===== src/rtl/word_serializer.sv =====
// Pops one DATA_WIDTH word from an upstream fifo and emits it MSB-first as
// DATA_WIDTH/OUT_WIDTH beats over a valid/ready output stream.
module word_serializer #(
  parameter int DATA_WIDTH = 32,
  parameter int OUT_WIDTH  = 8,
  parameter int BEAT_BITS  = 2
) (
  input  logic                  read_clock,
  input  logic                  reset,
  input  logic                  fifo_empty,
  input  logic [DATA_WIDTH-1:0] fifo_data,
  output logic                  read_enable,
  output logic [OUT_WIDTH-1:0]  out_data,
  output logic                  out_valid,
  input  logic                  out_ready,
  output logic                  out_last,
  output logic [15:0]           words_sent,
  output logic [1:0]            o_dbg_state
);

  localparam int NUM_BEATS = DATA_WIDTH / OUT_WIDTH;
  localparam logic [BEAT_BITS-1:0] LAST_BEAT = BEAT_BITS'(NUM_BEATS - 1);

  typedef enum logic [1:0] {
    S_IDLE = 2'd0,
    S_POP  = 2'd1,
    S_LOAD = 2'd2,
    S_SEND = 2'd3
  } state_t;

  state_t                r_state;
  state_t                w_next_state;
  logic [DATA_WIDTH-1:0] r_shift;
  logic [BEAT_BITS-1:0]  r_beat;
  logic [15:0]           r_words_sent;
  logic                  r_read_enable;
  logic                  w_transfer;
  logic                  w_last_beat;

  // Handshake: a beat moves only when out_valid and out_ready are both high;
  // while out_valid=1 and out_ready=0 the shift register and beat counter
  // hold, so out_data/out_last stay stable until the beat is accepted.
  assign w_last_beat = (r_beat == LAST_BEAT);
  assign w_transfer  = (r_state == S_SEND) && out_ready;

  always_comb begin
    w_next_state = r_state;
    case (r_state)
      S_IDLE: if (!fifo_empty) w_next_state = S_POP;
      S_POP:  w_next_state = S_LOAD;
      S_LOAD: w_next_state = S_SEND;
      S_SEND: begin
        if (w_transfer && w_last_beat) begin
          w_next_state = fifo_empty ? S_IDLE : S_POP;
        end
      end
      default: w_next_state = S_IDLE;
    endcase
  end

  always_ff @(posedge read_clock) begin
    if (reset) begin
      r_state       <= S_IDLE;
      r_read_enable <= 1'b0;
      r_shift       <= '0;
      r_beat        <= '0;
      r_words_sent  <= '0;
    end else begin
      r_state       <= w_next_state;
      // Registered pop: high exactly during the single POP cycle.
      r_read_enable <= (w_next_state == S_POP);
      if (r_state == S_LOAD) begin
        r_shift <= fifo_data;
        r_beat  <= '0;
      end else if (w_transfer) begin
        r_shift <= r_shift << OUT_WIDTH;
        r_beat  <= r_beat + BEAT_BITS'(1);
        if (w_last_beat) begin
          r_words_sent <= r_words_sent + 16'd1;
        end
      end
    end
  end

  assign read_enable = r_read_enable;
  assign out_valid   = (r_state == S_SEND);
  assign out_data    = r_shift[DATA_WIDTH-1 -: OUT_WIDTH];
  assign out_last    = (r_state == S_SEND) && w_last_beat;
  assign words_sent  = r_words_sent;
  assign o_dbg_state = r_state;

endmodule


===== config.mk =====
export PLATFORM = sky130hd
export DESIGN_NAME = word_serializer
export DESIGN_NICKNAME = d
export VERILOG_FILES = /design/src/rtl/word_serializer.sv
export SDC_FILE = /design/constraint.sdc
export NUM_CORES = 1
export LEC_CHECK = 0
export ABC_AREA = 1
export CORE_ASPECT_RATIO = 0.75
export CORE_MARGIN = 2
export CORE_UTILIZATION = 52
export DETAILED_ROUTE_END_ITERATION = 7
export PLACE_DENSITY = 0.86
export SLEW_MARGIN = 30
export SYNTH_ARGS = -nofsm -noshare
export SYNTH_HDL_FRONTEND = slang
export SYNTH_SLANG_ARGS = --single-unit

===== constraint.sdc =====
create_clock -name read_clock -period 3.25 [get_ports read_clock]
set_input_delay 0.65 -clock read_clock [delete_from_list [all_inputs] [get_ports read_clock]]
set_output_delay 0.65 -clock read_clock [all_outputs]
set_load 0.02 [all_outputs]

Yosys cells after proc, flatten, opt, wreduce, memory -nomap -nowiden. Cells that the tools add are included.

Flip-flop bits (word level): 53. Input port bits: 36. Output and inout port bits: 29. Word-level logic and storage cells: 26.

Add/sub/neg operators: 2. Equality and inequality tests: 5. Muxes and demuxes: 6. Bitwise gates (word level): 1. Reductions and logical operators: 7.

Operators with widths (number): $mux W32 (2); $add A16 B1 Y16 const B (1); $pmux W2 S4 (1); $eq A2 B2 Y1 const B (3); $eq A2 B1 Y1 const B (2); $mux W2 (2); $logic_and A1 B1 Y1 (3); $reduce_and A3 Y1 (1); $add A2 B1 Y2 const B (1); $logic_not A2 Y1 (1); $reduce_bool A2 Y1 (1); $reduce_or A2 Y1 (1); $mux W1 (1); $not A1 Y1 (1).

Logic depth before layout (Yosys ltp). Gate-level depths: netlist (run 1).

Depth in word-level cells: 6. Depth in mapped cells: 7. Mapped depth without buffers: 7.

Worst setup path before layout (run 1). No wires, ideal clock.

Path kind: reg-to-output. Start: reg r_state[0] (netlist: o_dbg_state[0]). End: out out_last. Arrival: 1.052 ns. Data required time: 2.600 ns. Setup slack: 1.548 ns. Cell stages (with the launch flop): 3. Buffers on the path: 0. Path through: dfxtp_1 > nand2_1 > nor2_1.

Word-level cells in the longest chain between the ends: 2.

Ends and longest elaborated chain: start, declared (line 31) `state_t r_state;`; start signal, assigned (line 69) `r_state <= w_next_state;`; $eq A2 B2 Y1 (line 88) `assign out_last = (r_state == S_SEND) && w_last_beat;`; $logic_and A1 B1 Y1 (line 88); end, declared (line 16) `output logic out_last,`.

Every way passes these cells.

Worst setup path in the final report (run 1).
Start: reg r_beat[0]. End: out out_last.

Word-level cells in the longest chain between the ends: 2.

Ends and longest elaborated chain: start, declared (line 34) `logic [BEAT_BITS-1:0] r_beat;`; start signal, assigned (line 77) `r_beat <= r_beat + BEAT_BITS'(1);`; $eq A2 B2 Y1 (line 43) `assign w_last_beat = (r_beat == LAST_BEAT);`; $logic_and A1 B1 Y1 (line 88).

Every way passes these cells.

==> results.yml, run 1 <==
grt:
  grt_usage: 0.213
  grt_pass1_vias: 2042
  grt-ovfl-total: 0
  grt_pass1_wl_um: 8910
  antenna_found_initial: 0
  grt_max_degree: 38
pwr:
  powerDensity_mw_per_mm2: 397
  max-vdd-ir-drop_uv: 259
  fin_total_pwr_mw: 1.21
  cellLeakagePower_nw: 1.06
yosys:
  synth_area_per_cell_um2: 7.39
  synth_most_common_cell: "nand2_1"
  ys_warn_count: 0
  synth-main-ff-cell: "dfxtp_1"
  ys_seq_area_frac: 0.442
  yosysTopAreaCell: "dfxtp_1"
  synth_nets: 363
  synth_edf_count: 0
  ys_types: 29
  yosys-top-cells-area: "dfxtp_1 44%, nand2_1 19%, a31oi_1 6.3%"
  synth-seq-cells: 53
  synthCells: 325
  yosysTopAreaCellShare: 0.442
  postSynth.asyncResetShare: 0
  syn_area_mm2: 0.00240
  yosys-top-cells-count: "121 x nand2_1, 53 x dfxtp_1, 25 x a21oi_1"
floorplan:
  dieWidth_um: 82.5
  die_y_um: 62.8
  num_rows: 21
  initial_utilization: 0.541
  ios: 65
  core_mm2: 0.00444
  dieArea_mm2: 0.00518
cells_and_area:
  antennaDiodeCount: 0
  syn2layout_area_growth_pct: 27.0
  drive_gt1_frac: 0.0479
  final_nets: 414
critical_path:
  required_ns: 2.60
  cpMaxStageDelayCell: "clkdlybuf4s50_1"
  slowest_delay_ns: 0.61
  path_cells: "ha_1 -> inv_1 -> nor2_1 -> clkdlybuf4s50_1"
  cp-end-kind: "output pin"
  reg2regPathDepth: 5
  r2r-end: "r_shift[9]"
  criticalPathCategory: "flip-flop to output pin"
  r2r_slack_ns: 1.43
  cp_max_fo: 3
  critPathBufInv: 2
  r2r-start: "o_dbg_state[1]"
  cp.arrival_ns: 1.74
  cpLargestDelayFamily: "buffers and inverters"
  start_kind: "flip-flop"
routing:
  dr.first_iter.drc_count: 238
  wl_um: 5050
  wl_per_cell_um: 11.7
  ant_nets: 0
  first_pass_iters: 4
  num_vias: 2208
  vias_per_cell: 5.10
  drc: 0
sta:
  tightest_slew_ns: 0.725
  rsz0062_at_grt: "false"
  clock_skew_ns: 0.00491
  finalWorstSetupSlack_ns: 0.862
  fmax_ghz: 0.419
  slew_headroom: 0.515
  slew_viol_final: 0
  post-route-period-util: 0.735
  setup-violations-final: 0
  hold_viol_final: 0
  setup_tns_ns: 0
  fin_crit_ns: 2.39
clock_tree:
  root_buffer: "clkbuf_8"
  ctsHoldBuffers: 0
  h-tree-depth: 2
  clk_latency_ns: 0.29
  cts.sinks: 53
  clockBufferDepth: 2
  cts_buffers: 5
  cts_setup_buffers: 0
  postCtsResizedCells: 0
  clk_pin_slew_ns: 0.09
  cts_tree: "done"
worst_hold_path:
  hold_path.class: "flip-flop to flip-flop"
  hold_start: "r_shift[4]"
  whs_path_depth: 2
  min_to: "r_shift[4]"
placement:
  gp_congestion: 0.848
  io_buffers: 64
  pre_cts_slack_ns: 0.887
  hpwl_um: 3660
flow_run:
  drv_cap: 0
status:
  status: "complete, no violations"
## worst min-delay path, stage by stage, from the launching register on
cell and delay [ns]:
dfxtp_1 0.32, nand2_1 0.06, a21oi_1 0.05
## power breakdown
part | internal [mW] | switching, mW | total, mW
Clock | 0.169 | 0.195 | 0.365
Sequential | 0.675 | 0.0191 | 0.694
Combinational | 0.0767 | 0.0766 | 0.153
Total | 0.921 | 0.291 | 1.21
## through the flow
stage	util	instances	area, um2	hold WS, ns
after detailed placement	0.667	426	2960	0.454
final	0.687	433	3050	0.464
after global placement	0.667	426	2960	0.450
after floorplan	-	325	2400	0.439
after global routing	0.687	433	3050	0.485
after CTS	0.687	433	3050	0.467
## worst max-delay path by stage
stage / from / endpoint / slack, ns / depth (start not counted)
detailed placement: out_ready / r_shift[9] / 0.89 / 6
finish: r_beat[0] / out_last / 0.86 / 4
CTS: r_beat[0] / out_last / 0.85 / 4
global placement: out_ready / r_shift[8] / 0.96 / 6
floorplan: o_dbg_state[0] / out_last / 1.55 / 2
global route: r_beat[0] / out_last / 0.81 / 4
## area by class of cell
type | count | area, um2
Tap cell | 57 | 71.3
Clock buffer | 7 | 86.3
Fill cell | 375 | 1390
Sequential cell | 53 | 1060
Multi-Input combinational cell | 230 | 1100
Inverter | 21 | 83.8
Timing Repair Buffer | 65 | 648
## metal layers
| metal | vias to the layer above | part of all wire | track usage | wire length (um) |
|---|---|---|---|---|
| li1 | 1148 | - | - | - |
| met1 | 988 | 0.49 | 0.304 | 2490 |
| met2 | 66 | 0.44 | 0.325 | 2200 |
| met3 | 6 | 0.063 | 0.0520 | 316 |
| met4 | 0 | 0.0091 | 0.0479 | 46 |
| met5 | - | 0 | 0 | 0 |
## cells in the final DEF (no fill, tap or decap), drive strengths merged
cell	instances
a21oi	25
a31oi	24
buf	1
clkbuf	7
clkdlybuf4s50	64
dfxtp	53
ha	2
inv	21
nand2	122
nand3	12
nand4	2
nor2	29
nor3	4
nor3b	1
o21a	2
o21ai	5
o21bai	1
xor2	1
## sequential cells by signal, indices dropped and copies added (netlist names)
name and count:
o_dbg_state 2, r_beat 2, r_shift 32, read_enable 1
words_sent 16
## cell families (layout without fill, tap and decap cells)
kind of cell | Yosys count | in the layout | synth area share
AO/OA/AOI/OAI | 57 | 57 | 0.136
adder cells (fa/ha/maj) | 2 | 2 | 0.0104
flip-flops | 53 | 53 | 0.442
AND/OR/NAND/NOR | 170 | 170 | 0.307
XOR/XNOR | 1 | 1 | 0.00365
buffers and inverters | 42 | 93 | 0.101
No activity file was read; power rests on OpenSTA's default activity.
==> run 2: changes to the inputs <==
CORE_UTILIZATION = 48   (was 52)
PLACE_DENSITY = 0.81   (was 0.86)
clock period = 2.2 ns   (was 3.25 ns; I/O delays follow)
==> results.yml, run 2 (synthesized netlist as in run 1, its figures left out) <==
critical_path:
  reg2regPathDepth: 5
  required_ns: 1.76
  r2r_slack_ns: 0.74
  cp_max_fo: 6
  r2r-end: "r_shift[22]"
  start_kind: "flip-flop"
  critPathLaunch: "o_dbg_state[1]"
  r2r-start: "o_dbg_state[1]"
  cp.arrival_ns: 1.62
  cp-end-kind: "output pin"
  criticalPathCategory: "flip-flop to output pin"
sta:
  clock_skew_ns: 0.00583
  fmax_ghz: 0.486
  post-route-period-util: 0.935
  setup_tns_ns: 0
  slew_headroom: 0.708
  rsz0062_at_grt: "false"
  setup-violations-final: 0
  hold_viol_final: 0
  fin_crit_ns: 2.06
  tightest_slew_ns: 0.438
  slew_viol_final: 0
routing:
  num_vias: 2205
  dr.first_iter.drc_count: 141
  first_pass_iters: 5
  drc: 0
  wl_um: 5290
  vias_per_cell: 5.01
  wl_per_cell_um: 12.0
  ant_nets: 0
cells_and_area:
  mostFrequentLayoutCells: "121 x nand2_1, 63 x clkdlybuf4s50_1, 53 x dfxtp_1, 25 x a21oi_1"
  final_nets: 417
  final_util: 0.637
  syn2layout_area_growth_pct: 28.6
  largest_reg_flops: 32
  regMostFlops: "r_shift"
  fillers: 443
  drive_gt1_frac: 0.0605
  layout_commonest_cell: "nand2_1"
  antennaDiodeCount: 0
  finalInstanceArea_mm2: 0.00309
grt:
  grt.busiest_layer: "met2"
  grtUsageMet3: 0.0364
  grt_pass1_wl_um: 9110
  grt-ovfl-total: 0
  grt_max_degree: 38
  grt_use_met2: 0.325
  antenna_found_initial: 0
  use_met1: 0.277
  grt_pass1_vias: 2060
  grt_usage: 0.203
floorplan:
  num_rows: 22
  dieWidth_um: 85.7
  core_mm2: 0.00484
  ios: 65
  die_y_um: 65.3
  dieArea_mm2: 0.00559
  initial_utilization: 0.496
clock_tree:
  h-tree-depth: 2
  clk_pin_slew_ns: 0.09
  clockBufferDepth: 2
  clk_latency_ns: 0.30
  cts.sinks: 53
  cts_buffers: 5
  root_buffer: "clkbuf_8"
  cts_tree: "done"
pwr:
  fin_total_pwr_mw: 1.80
  cellLeakagePower_nw: 1.08
  max-vdd-ir-drop_uv: 361
  powerDensity_mw_per_mm2: 583
worst_hold_path:
  whs_path_depth: 2
  hold_path.class: "flip-flop to flip-flop"
  min_to: "words_sent[10]"
  hold_start: "words_sent[10]"
status:
  status: "complete, no violations"
placement:
  placed_area_mm2: 0.00300
  gp_congestion: 0.818
  io_buffers: 64
  hpwl_um: 3760
flow_run:
  drv_cap: 0
## run 2: cell count changes in the layout (fill, tap and decap cells not counted)
cell	before	now
clkbuf_1	1	0
clkdlybuf4s50_1	64	63
dlygate4sd2_1	0	1
clkinv_2	0	2
clkinvlp_4	0	1
clkbuf_8	6	5
buf_4	1	3
buf_12	0	1
## run 2: per-layer routing
layer | part of all wire | vias up
met3 | 0.054 | 5
met2 | 0.44 | 60
met4 | 0.011 | 0
li1 | - | 1155
met1 | 0.50 | 985
met5 | 0 | -
## run 2: what timing repair did
| item | 4_1_cts | 5_1_grt |
|---|---|---|
| setup buffers | 0 | 0 |
| setup endpoints to repair | 1 | 0 |
| hold buffers | 0 | 0 |
| gates resized for setup | 1 | 0 |
| hold endpoints to repair | 0 | 0 |
## run 2: report_power, final
group | leakage (nW) | switching, mW | internal (mW) | total (mW)
sequential | 0.430 | 0.0231 | 0.997 | 1.02
clock | 0.0439 | 0.316 | 0.220 | 0.536
combinational | 0.609 | 0.121 | 0.124 | 0.245
total | 1.08 | 0.460 | 1.34 | 1.80
## run 2: stage by stage
| step | instances | setup slack, ns | hold slack (ns) |
|---|---|---|---|
| 2_1_floorplan | 325 | 0.708 | 0.439 |
| 3_3_place_gp | 432 | 0.335 | 0.450 |
| 3_5_place_dp | 432 | 0.273 | 0.454 |
| 4_1_cts | 440 | 0.120 | 0.467 |
| 5_1_grt | 440 | 0.0496 | 0.492 |
| 6_report | 440 | 0.142 | 0.470 |
## run 2: worst max-delay path: stages, from the launching register on
cell             delay [ns]
dfxtp_1                0.53
nand2_1                0.11
inv_1                  0.07
clkdlybuf4s50_1        0.59
## run 2: worst max path at each step
stage | to | slack, ns
2_1_floorplan | out_last | 0.71
3_3_place_gp | r_shift[16] | 0.34
3_5_place_dp | r_shift[29] | 0.27
4_1_cts | out_valid | 0.12
5_1_grt | out_valid | 0.05
6_report | out_valid | 0.14
## run 2: area by class of cell
type,count,area [um2],area share
Multi-Input combinational cell,230,1100,0.356
Sequential cell,53,1060,0.344
Timing Repair Buffer,68,682,0.221
Inverter,21,83.8,0.0272
Tap cell,60,75.1,0.0243
Clock buffer,5,68.8,0.0223
Clock inverter,3,17.5,0.00567
